[src/rtl/pb_pkg.sv]
// Shared types and defaults for the pushbutton conditioner: per-bit debounce
// state encoding and default synchroniser/debounce depths.
package pb_pkg;

    typedef enum logic [1:0] {
        IDLE_LOW     = 2'b00,
        CONFIRM_HIGH = 2'b01,
        IDLE_HIGH    = 2'b10,
        CONFIRM_LOW  = 2'b11
    } pb_state_e;

    localparam int PB_SYNC_STAGES_DEFAULT     = 2;
    localparam int PB_DEBOUNCE_CYCLES_DEFAULT = 16;

endpackage

[src/rtl/debounce_bit.sv]
// One button bit: synchroniser chain, 4-state debounce FSM with counter, and
// registered press/release pulses. Build macro PB_ACTIVE_LOW_EN inverts the raw input.
module debounce_bit
    import pb_pkg::*;
#(
    parameter int SYNC_STAGES     = PB_SYNC_STAGES_DEFAULT,
    parameter int DEBOUNCE_CYCLES = PB_DEBOUNCE_CYCLES_DEFAULT
) (
    input  logic clock,
    input  logic reset,
    input  logic button_raw,
    output logic debounced,
    output logic press_pulse,
    output logic release_pulse
);

    localparam int CNT_W = $clog2(DEBOUNCE_CYCLES);
    localparam logic [CNT_W-1:0] CNT_LAST = CNT_W'(DEBOUNCE_CYCLES - 1);
    localparam logic [CNT_W-1:0] CNT_ONE  = CNT_W'(1);

    logic                   button_in;
    logic [SYNC_STAGES-1:0] sync_q;
    logic                   sync_bit;
    pb_state_e              state_q;
    logic [CNT_W-1:0]       cnt_q;
    logic                   debounced_q;
    logic                   press_q;
    logic                   release_q;

    // Inversion happens ahead of the first flop so reset still means "released".
`ifdef PB_ACTIVE_LOW_EN
    assign button_in = ~button_raw;
`else
    assign button_in = button_raw;
`endif

    always_ff @(posedge clock or posedge reset) begin
        if (reset) begin
            sync_q <= '0;
        end else begin
            sync_q <= {sync_q[SYNC_STAGES-2:0], button_in};
        end
    end

    assign sync_bit = sync_q[SYNC_STAGES-1];

    always_ff @(posedge clock or posedge reset) begin
        if (reset) begin
            state_q     <= IDLE_LOW;
            cnt_q       <= '0;
            debounced_q <= 1'b0;
            press_q     <= 1'b0;
            release_q   <= 1'b0;
        end else begin
            press_q   <= 1'b0;
            release_q <= 1'b0;
            case (state_q)
                IDLE_LOW: begin
                    if (sync_bit) begin
                        state_q <= CONFIRM_HIGH;
                        cnt_q   <= CNT_ONE;
                    end
                end
                CONFIRM_HIGH: begin
                    if (!sync_bit) begin
                        state_q <= IDLE_LOW;
                        cnt_q   <= '0;
                    end else if (cnt_q == CNT_LAST) begin
                        state_q     <= IDLE_HIGH;
                        cnt_q       <= '0;
                        debounced_q <= 1'b1;
                        press_q     <= 1'b1;
                    end else begin
                        cnt_q <= cnt_q + CNT_ONE;
                    end
                end
                IDLE_HIGH: begin
                    if (!sync_bit) begin
                        state_q <= CONFIRM_LOW;
                        cnt_q   <= CNT_ONE;
                    end
                end
                CONFIRM_LOW: begin
                    if (sync_bit) begin
                        state_q <= IDLE_HIGH;
                        cnt_q   <= '0;
                    end else if (cnt_q == CNT_LAST) begin
                        state_q     <= IDLE_LOW;
                        cnt_q       <= '0;
                        debounced_q <= 1'b0;
                        release_q   <= 1'b1;
                    end else begin
                        cnt_q <= cnt_q + CNT_ONE;
                    end
                end
                default: begin
                    state_q <= IDLE_LOW;
                    cnt_q   <= '0;
                end
            endcase
        end
    end

    assign debounced     = debounced_q;
    assign press_pulse   = press_q;
    assign release_pulse = release_q;

endmodule

[src/rtl/pushbutton_conditioner.sv]
// Synchronises and debounces WIDTH raw buttons, then phase-aligns the result so
// the processor sees a stable nibble through execute. Honours PB_ACTIVE_LOW_EN.
module pushbutton_conditioner
    import pb_pkg::*;
#(
    parameter int WIDTH           = 4,
    parameter int SYNC_STAGES     = PB_SYNC_STAGES_DEFAULT,
    parameter int DEBOUNCE_CYCLES = PB_DEBOUNCE_CYCLES_DEFAULT
) (
    input  logic             clock,
    input  logic             reset,
    input  logic             phase,
    input  logic [WIDTH-1:0] buttons_raw,
    output logic [WIDTH-1:0] pushbuttons,
    output logic [WIDTH-1:0] press_pulse,
    output logic [WIDTH-1:0] release_pulse,
    output logic [WIDTH-1:0] debounced
);

    logic [WIDTH-1:0] pushbuttons_q;
    logic [WIDTH-1:0] pushbuttons_d;

    for (genvar gi = 0; gi < WIDTH; gi++) begin : g_bit
        debounce_bit #(
            .SYNC_STAGES    (SYNC_STAGES),
            .DEBOUNCE_CYCLES(DEBOUNCE_CYCLES)
        ) u_bit (
            .clock        (clock),
            .reset        (reset),
            .button_raw   (buttons_raw[gi]),
            .debounced    (debounced[gi]),
            .press_pulse  (press_pulse[gi]),
            .release_pulse(release_pulse[gi])
        );
    end

    // Only fetch-phase edges may update what IN will read during execute.
    assign pushbuttons_d = phase ? pushbuttons_q : debounced;

    always_ff @(posedge clock or posedge reset) begin
        if (reset) begin
            pushbuttons_q <= '0;
        end else begin
            pushbuttons_q <= pushbuttons_d;
        end
    end

    assign pushbuttons = pushbuttons_q;

endmodule

[config.mk]
export PLATFORM = sky130hd
export DESIGN_NAME = pushbutton_conditioner
export DESIGN_NICKNAME = d
export VERILOG_FILES = /design/src/rtl/pb_pkg.sv /design/src/rtl/debounce_bit.sv /design/src/rtl/pushbutton_conditioner.sv
export SDC_FILE = /design/constraint.sdc
export NUM_CORES = 1
export LEC_CHECK = 0
export ABC_AREA = 1
export CAP_MARGIN = 25
export CORE_ASPECT_RATIO = 0.6
export CORE_UTILIZATION = 40
export CTS_BUF_LIST = sky130_fd_sc_hd__clkbuf_4
export DETAILED_ROUTE_END_ITERATION = 12
export DONT_BUFFER_PORTS = 1
export PLACE_DENSITY = 0.62
export REMOVE_ABC_BUFFERS = 1
export SYNTH_ARGS = -nofsm -noshare
export SYNTH_HDL_FRONTEND = slang
export SYNTH_HIERARCHICAL = 1
export SYNTH_SLANG_ARGS = --single-unit
[constraint.sdc]
create_clock -name clock -period 1.5 [get_ports clock]
set_clock_uncertainty 0.1 [all_clocks]
set_input_delay 0.45 -clock clock [delete_from_list [all_inputs] [get_ports clock]]
set_output_delay 0.45 -clock clock [all_outputs]
set_load 0.05 [all_outputs]
==> results.ini, run 1 <==
[outcome]
status = finished, final reports clean

[setup_path]
start_kind = flop
path_max_fanout = 3
critPathKind = reg2out
cp.required_ns = 0.95
end_kind = output pin
arrival_ns = 0.93

[synth]
synth-seq-cells = 48
synthDistinctLibCells = 20
netlist_area_sq_mm = 0.002166
yosysWarnings = 6
syn-instance-count = 236
syn-mean-instance-area_sq_um = 9.177
seq_area_frac_synth = 0.5546

[grt]
grt_max_degree = 15
antenna_found_initial = 0
overflow = 0
grt_use_total = 0.1388
busiest_layer = met1
grtUsageMet3 = 0.05189
grt_pass1_vias = 1266
grt.met2_usage = 0.1891
grtUsageMet1 = 0.2073
grt_pass1_wl_um = 6141

[drt]
drc = 0
wl_um = 3634
vias_per_cell = 4.575
via_count = 1441
postRouteAntennaNets = 0
drt_iter0_markers = 30
drtPass1Iterations = 4
post_drt_wl_per_cell_um = 11.54

[placed_design]
place_congestion = 0.8029
hpwl_um = 2630
place_area_sq_mm = 0.002248
io_buffers = 0

[clock_network]
cts_tree = built
numCtsBuffers = 5
cts-root-buf = clkbuf_4
cts.sinks = 48
insertion_delay_ns = 0.35
clockBufferDepth = 2
htree_levels = 2
cts.clk_slew.worst_paths_ns = 0.14

[die]
row_count = 20
io_pins = 23
dieArea_sq_mm = 0.005723
core_sq_mm = 0.005130
die-height_um = 59
initial_core_util = 0.4222
fp.dieW_um = 97.00

[timing]
slew_viol_final = 0
fin_crit_ns = 1.479
period_share = 0.9857
rsz0062_at_grt = true
finalSetupViolCount = 0
worstMarginPinSlew_ns = 0.4273
hold_viol_final = 0
fmax_mhz = 676.3
hold-worst-slack_ns = 0.09695
slew_headroom = 0.7149

[pwr]
power_density_mw_per_mm2 = 925.5
ir_worst_vdd_mv = 0.4918
power_leakage_nw = 1.210

[layout]
synthToLayoutAreaGrowth_pct = 9.648
diodes = 0
post_route_cells_drive_above_1_share = 0.1847
fin_area_sq_mm = 0.002375
nets = 259

[worst_hold_path]
hold_path.class = in2reg

[job]
maxCapViolations = 0

## what timing repair did
item | 4_1_cts | 5_1_grt
endpoints found under the hold margin | 50 | 2
gates resized for setup | 16 | 0
setup endpoints to repair | 16 | 6
hold buffers | 3 | 2
cloned | 0 | 0
setup buffers | 0 | 0
## cell type report
class | count | area, sq um
clock buffers | 6 | 45.04
clock inverters | 2 | 11.26
fillers | 479 | 2755
inverters | 31 | 116.4
multi-input cells | 157 | 848.3
flip-flops and latches | 48 | 1221
well taps | 66 | 82.58
repair buffers | 5 | 50.05
## sequential cells by signal, summed over array words and instances, names as in the netlist, named ones only
register	cells
g_bit.u_bit/press_pulse	4
pushbuttons	4
g_bit.u_bit/state_q	4
g_bit.u_bit/cnt_q	16
g_bit.u_bit/sync_q	8
g_bit.u_bit/debounced	4
g_bit.u_bit/release_pulse	4
## cells by family (layout without fill, tap and decap cells)
logic type,count (synthesis),count (layout),share of synthesized area
compound gates,10,10,0.02311
xor+xnor,3,3,0.01213
fa+ha+maj,4,4,0.02311
flops,48,48,0.5546
buf+inv,31,44,0.05373
simple gates,140,140,0.3333
## worst paths after layout
check / startpoint / end / slack [ns] / cells past startpoint
worst max-delay path: g_bit[1].u_bit/debounced / debounced[1] / 0.02 / 0
worst min-delay path: phase / pushbuttons[1] / 0.1 / 2
worst max register to register: g_bit[0].u_bit/cnt_q[0] / g_bit[0].u_bit/cnt_q[0] / 0.17 / 6
worst min register to register: g_bit[3].u_bit/sync_q[0] / g_bit[3].u_bit/sync_q[1] / 0.26 / 0
max in group asynchronous: reset / g_bit[2].u_bit/release_pulse / 0.46 / 2
min in group asynchronous: reset / pushbuttons[2] / 0.41 / 2
## report_power, final
part | internal [mW] | total [mW] | switching, mW
registers | 1.35 | 1.41 | 0.0620
logic | 0.0680 | 0.191 | 0.123
clock network | 0.197 | 0.598 | 0.401
total | 1.61 | 2.20 | 0.586
## cells in the mapped netlist
| library cell | n | area, sq um |
|---|---|---|
| inv_1 | 27 | 101.4 |
| xor2_1 | 3 | 26.28 |
| ha_1 | 4 | 50.05 |
| nand2_4 | 2 | 22.52 |
| nand3_4 | 3 | 52.55 |
| o21ai_0 | 6 | 30.03 |
| nor2_2 | 1 | 6.260 |
| nand2_2 | 4 | 25.02 |
| nand3_2 | 3 | 30.03 |
| nand3_1 | 24 | 120.1 |
| nand2_1 | 77 | 289.0 |
| or2_0 | 1 | 6.260 |
| nand4_1 | 6 | 37.54 |
| nand3b_1 | 3 | 22.52 |
| nor2_1 | 6 | 22.52 |
| nor2_4 | 6 | 67.56 |
| dfrtp_1 | 48 | 1201 |
| inv_2 | 4 | 15.01 |
| nor3_1 | 4 | 20.02 |
| a21oi_1 | 4 | 20.02 |
## layout by cell type, fill, tap and decap left out, types with 5 or more instances in the layout
| cell | Yosys | layout |
|---|---|---|
| dfrtp_1 | 48 | 32 |
| nand2_1 | 77 | 77 |
| nand4_1 | 6 | 6 |
| nor2_1 | 6 | 6 |
| dfrtp_2 | 0 | 16 |
| clkbuf_4 | 0 | 6 |
| nand3_1 | 24 | 24 |
| o21ai_0 | 6 | 6 |
| nor2_4 | 6 | 6 |
| dlygate4sd3_1 | 0 | 5 |
| inv_1 | 27 | 27 |
## metrics by stage
stage,instances,setup WS (ns),TNS (ns),utilization,power [mW]
final,315,0.02141,0,0.4629,2.198
after global routing,315,-0.02271,-0.08724,0.4629,2.327
after CTS,313,-0.0007380,-0.0007380,0.4590,2.231
after detailed placement,302,0.2227,0,0.4383,1.615
after global placement,302,0.2315,0,0.4383,1.613
after floorplan,236,0.2975,0,-,1.571
## routing by layer
| layer | up-vias | wire length (um) |
|---|---|---|
| met5 | - | 0 |
| met4 | 0 | 18 |
| met3 | 2 | 159 |
| met2 | 22 | 1403 |
| met1 | 640 | 2052 |
| li1 | 777 | - |
(Power assumes the default switching activity.)
==> run 2: changes to the inputs <==
--- a/config.mk
+++ b/config.mk
@@ -8,11 +8,11 @@
 export ABC_AREA = 1
 export CAP_MARGIN = 25
 export CORE_ASPECT_RATIO = 0.6
-export CORE_UTILIZATION = 40
+export CORE_UTILIZATION = 45
 export CTS_BUF_LIST = sky130_fd_sc_hd__clkbuf_4
 export DETAILED_ROUTE_END_ITERATION = 12
 export DONT_BUFFER_PORTS = 1
-export PLACE_DENSITY = 0.62
+export PLACE_DENSITY = 0.68
 export REMOVE_ABC_BUFFERS = 1
 export SYNTH_ARGS = -nofsm -noshare
 export SYNTH_HDL_FRONTEND = slang
==> results.ini, run 2 (synthesized netlist as in run 1, its figures left out) <==
[layout]
top_register = g_bit.u_bit/cnt_q
largest_reg_flops = 16
fillerInstances = 434
finalNonFillerCells = 312
diodes = 0
post_route_cells_drive_above_1_share = 0.1847
final_common_cell = nand2_1
synthToLayoutAreaGrowth_pct = 9.416
reg_top3 = g_bit.u_bit/cnt_q: 16 flops, g_bit.u_bit/sync_q: 8 flops
layout_common_cells = nand2_1, dfrtp_1, inv_1, nand3_1, dfrtp_2
nets = 259

[drt]
wl_um = 3735
via_count = 1508
post_drt_wl_per_cell_um = 11.97
drc = 0
postRouteAntennaNets = 0
drtPass1Iterations = 5
vias_per_cell = 4.833
drt_iter0_markers = 78

[grt]
grt_use_total = 0.1624
antenna_found_initial = 0
grt_pass1_vias = 1385
grt_pass1_wl_um = 6299
overflow = 0
grt_max_degree = 16

[placed_design]
io_buffers = 0
dp.cells = 299
dp_slack_ns = 0.1793
hpwl_um = 2725
place_congestion = 0.7691

[timing]
period_share = 0.9854
fmax_mhz = 676.6
finalSetupViolCount = 0
timing.final.ws_setup_ns = 0.02192
worstMarginPinSlew_ns = 0.4293
slew_viol_final = 0
rsz0062_at_grt = true
fin_crit_ns = 1.478
hold_viol_final = 0
slew_headroom = 0.7135

[pwr]
ir_worst_vdd_mv = 0.4117
power.share.combinational = 0.089
seqPwrFrac = 0.639
p_int_mw = 1.597
power_frac_clock = 0.273
power_leakage_nw = 1.213
netSwitchingPower_mw = 0.6104
power_density_mw_per_mm2 = 931.4
power.share.switching = 0.2766

[die]
initial_core_util = 0.4720
fp.dieW_um = 91.57
row_count = 19
core_sq_mm = 0.004588
die-height_um = 55.74
io_pins = 23
dieArea_sq_mm = 0.005104

[setup_path]
cp.required_ns = 0.95
start_kind = flop
critPathKind = reg2out
arrival_ns = 0.93
path_max_fanout = 3
end_kind = output pin

[clock_network]
clockBufferDepth = 2
htree_levels = 2
cts_tree = built
cts-root-buf = clkbuf_4
cts.sinks = 48
insertion_delay_ns = 0.36
numCtsBuffers = 5
post_cts_buffers = 0
cts.clk_slew.worst_paths_ns = 0.15

[worst_hold_path]
hold_path.class = in2reg

[outcome]
status = finished, final reports clean

[job]
maxCapViolations = 0

-- run 2: final timing paths --
| kind | depth (start not counted) | slack [ns] | start | end |
|---|---|---|---|---|
| worst max-delay path | 0 | 0.02 | g_bit[3].u_bit/debounced | debounced[3] |
| worst min-delay path | 2 | 0.08 | phase | pushbuttons[0] |
| worst max register to register | 5 | 0.15 | g_bit[0].u_bit/cnt_q[0] | flop |
| worst min register to register | 0 | 0.26 | g_bit[0].u_bit/sync_q[0] | g_bit[0].u_bit/sync_q[1] |
| max in group asynchronous | 2 | 0.48 | reset | g_bit[0].u_bit/release_pulse |
| min in group asynchronous | 2 | 0.39 | reset | pushbuttons[0] |
-- run 2: what timing repair did --
item                       in CTS  in global routing
pin swaps                       0                  0
hold buffers                    5                  0
hold endpoints to repair       52                  0
cloned                          0                  0
setup endpoints to repair      16                  8
gates resized for setup        16                  0
-- run 2: power by group through the flow --
stage	clock, mW	combinational [mW]	sequential [mW]
after floorplan	0	0.151	1.42
after global placement	0	0.182	1.43
after detailed placement	0	0.185	1.43
after CTS	0.634	0.199	1.41
after global routing	0.680	0.227	1.42
final	0.602	0.195	1.41
-- run 2: layout make-up --
type                    count  area, sq um  share of cell area
multi-input cells         157        848.3              0.3580
inverters                  31        116.4             0.04910
flip-flops and latches     48         1221              0.5153
well taps                  63        78.83             0.03326
clock inverters             3        17.52            0.007392
repair buffers              5        50.05             0.02112
clock buffers               5        37.54             0.01584
-- run 2: per-layer routing --
layer | vias up | GRT usage | routed length [um]
li1 | 775 | - | -
met3 | 6 | 0.04781 | 150
met1 | 697 | 0.2182 | 1877
met4 | 0 | 0.06803 | 59
met5 | - | 0 | 0
met2 | 30 | 0.2470 | 1648
-- run 2: metrics by stage --
stage | total power, mW | TNS (ns) | cell area, sq um | hold slack [ns] | utilization
3_5_place_dp | 1.618 | 0 | 2245 | 0.1470 | 0.4892
3_3_place_gp | 1.612 | 0 | 2245 | 0.1422 | 0.4892
4_1_cts | 2.241 | -0.006899 | 2370 | 0.06545 | 0.5165
2_1_floorplan | 1.571 | 0 | 2166 | 0.1161 | -
5_1_grt | 2.325 | -0.09112 | 2370 | 0.08287 | 0.5165
6_report | 2.207 | 0 | 2370 | 0.08470 | 0.5165
==> run 3: changes to the inputs <==
--- a/config.mk
+++ b/config.mk
@@ -12,8 +12,10 @@
 export CTS_BUF_LIST = sky130_fd_sc_hd__clkbuf_4
 export DETAILED_ROUTE_END_ITERATION = 12
 export DONT_BUFFER_PORTS = 1
+export GPL_TIMING_DRIVEN = 0
 export PLACE_DENSITY = 0.68
 export REMOVE_ABC_BUFFERS = 1
+export SKIP_CTS_REPAIR_TIMING = 1
 export SYNTH_ARGS = -nofsm -noshare
 export SYNTH_HDL_FRONTEND = slang
 export SYNTH_HIERARCHICAL = 1
==> results.ini, run 3 (synthesized netlist as in run 1, its figures left out) <==
[grt]
overflow = 0
busiest_layer = met1
grt_pass1_wl_um = 6099
grtUsageMet3 = 0.05055
grt_pass1_vias = 1316
grtUsageMet1 = 0.2281
grt.met2_usage = 0.2127
grt_max_degree = 15
antenna_found_initial = 0
grt_use_total = 0.1567

[timing]
rsz0062_at_grt = true
slew_viol_final = 0
worstMarginPinSlew_ns = 0.4400
fmax_mhz = 673.1
period_share = 0.9905
final.setup.tns_ns = 0
finalSetupViolCount = 0
slew_headroom = 0.7063
hold_viol_final = 0
fin_crit_ns = 1.486

[clock_network]
cts.sinks = 48
cts-root-buf = clkbuf_4
clockBufferDepth = 2
insertion_delay_ns = 0.37
cts_tree = built
numCtsBuffers = 5
htree_levels = 2
cts.clk_slew.worst_paths_ns = 0.15

[setup_path]
arrival_ns = 0.94
rrSetupSlack_ns = 0.15
r2r_start = g_bit[0].u_bit/cnt_q[0]
path_max_fanout = 3
reg2reg_depth = 6
end_kind = output pin
cp.required_ns = 0.95
r2r_end = g_bit[0].u_bit/cnt_q[0]
start_kind = flop
critPathKind = reg2out

[pwr]
netSwitchingPower_mw = 0.5928
power_frac_clock = 0.326
p_int_mw = 1.782
ir_worst_vdd_mv = 0.4457
power.share.combinational = 0.081
power.share.switching = 0.2496
seqPwrFrac = 0.593
power_density_mw_per_mm2 = 991.8
power_leakage_nw = 1.226

[drt]
vias_per_cell = 4.853
drt_iter0_markers = 50
post_drt_wl_per_cell_um = 11.58
wl_um = 3613
drc = 0
postRouteAntennaNets = 0
drtPass1Iterations = 4
via_count = 1514

[placed_design]
hpwl_um = 2653
place_congestion = 0.8250
dp.cells = 299
io_buffers = 0

[layout]
synthToLayoutAreaGrowth_pct = 10.57
largest_reg_flops = 16
diodes = 0
top_register = g_bit.u_bit/cnt_q
post_route_cells_drive_above_1_share = 0.1888
final_common_cell = nand2_1
finalNonFillerCells = 312
layout_common_cells = nand2_1, dfrtp_1, inv_1, nand3_1, dfrtp_2
nets = 259
reg_top3 = g_bit.u_bit/cnt_q: 16 flops, g_bit.u_bit/sync_q: 8 flops

[die]
row_count = 19
die-height_um = 55.74
core_sq_mm = 0.004588
fp.dieW_um = 91.57
io_pins = 23
dieArea_sq_mm = 0.005104
initial_core_util = 0.4720

[outcome]
status = finished, final reports clean

[worst_hold_path]
hold_path.class = in2reg
hold_depth = 2
min_to = pushbuttons[2]
hold_start = phase

[job]
maxCapViolations = 0

run 3: power by group through the flow:
stage	clock network [mW]	logic [mW]	registers (mW)
after floorplan	0	0.151	1.42
after global placement	0	0.178	1.43
after detailed placement	0	0.183	1.43
after CTS	0.809	0.184	1.41
after global routing	0.851	0.228	1.42
final	0.775	0.192	1.41
run 3: area by class of cell:
| cell class | instances | area, sq um |
|---|---|---|
| Clock buffer | 6 | 45.04 |
| Clock inverter | 2 | 35.03 |
| Multi-Input combinational cell | 157 | 848.3 |
| Fill cell | 412 | 2193 |
| Timing Repair Buffer | 5 | 50.05 |
| Inverter | 31 | 116.4 |
| Sequential cell | 48 | 1221 |
| Tap cell | 63 | 78.83 |
run 3: through the flow:
stage | total power [mW] | cell area [sq um] | util | setup WS [ns] | hold slack (ns)
2_1_floorplan | 1.571 | 2166 | - | 0.2975 | 0.1161
6_report | 2.375 | 2395 | 0.5220 | 0.01426 | 0.07587
3_3_place_gp | 1.609 | 2245 | 0.4892 | 0.2138 | 0.1400
5_1_grt | 2.497 | 2395 | 0.5220 | -0.02282 | 0.06754
3_5_place_dp | 1.616 | 2245 | 0.4892 | 0.1931 | 0.1429
4_1_cts | 2.401 | 2325 | 0.5067 | -0.1401 | -0.2799
run 3: metal layers:
| layer | vias up | wire [um] |
|---|---|---|
| li1 | 779 | - |
| met1 | 705 | 1894 |
| met2 | 25 | 1542 |
| met3 | 5 | 132 |
| met4 | 0 | 43 |
| met5 | - | 0 |
run 3: worst max path at each step:
stage,start,to,cells after the start
3_5_place_dp,g_bit[0].u_bit/cnt_q[0],g_bit[0].u_bit/cnt_q[0],6
2_1_floorplan,g_bit[1].u_bit/cnt_q[0],g_bit[1].u_bit/debounced,5
6_report,g_bit[2].u_bit/debounced,debounced[2],0
5_1_grt,g_bit[1].u_bit/debounced,debounced[1],0
3_3_place_gp,g_bit[0].u_bit/cnt_q[0],g_bit[0].u_bit/cnt_q[0],6
4_1_cts,g_bit[2].u_bit/debounced,debounced[2],0
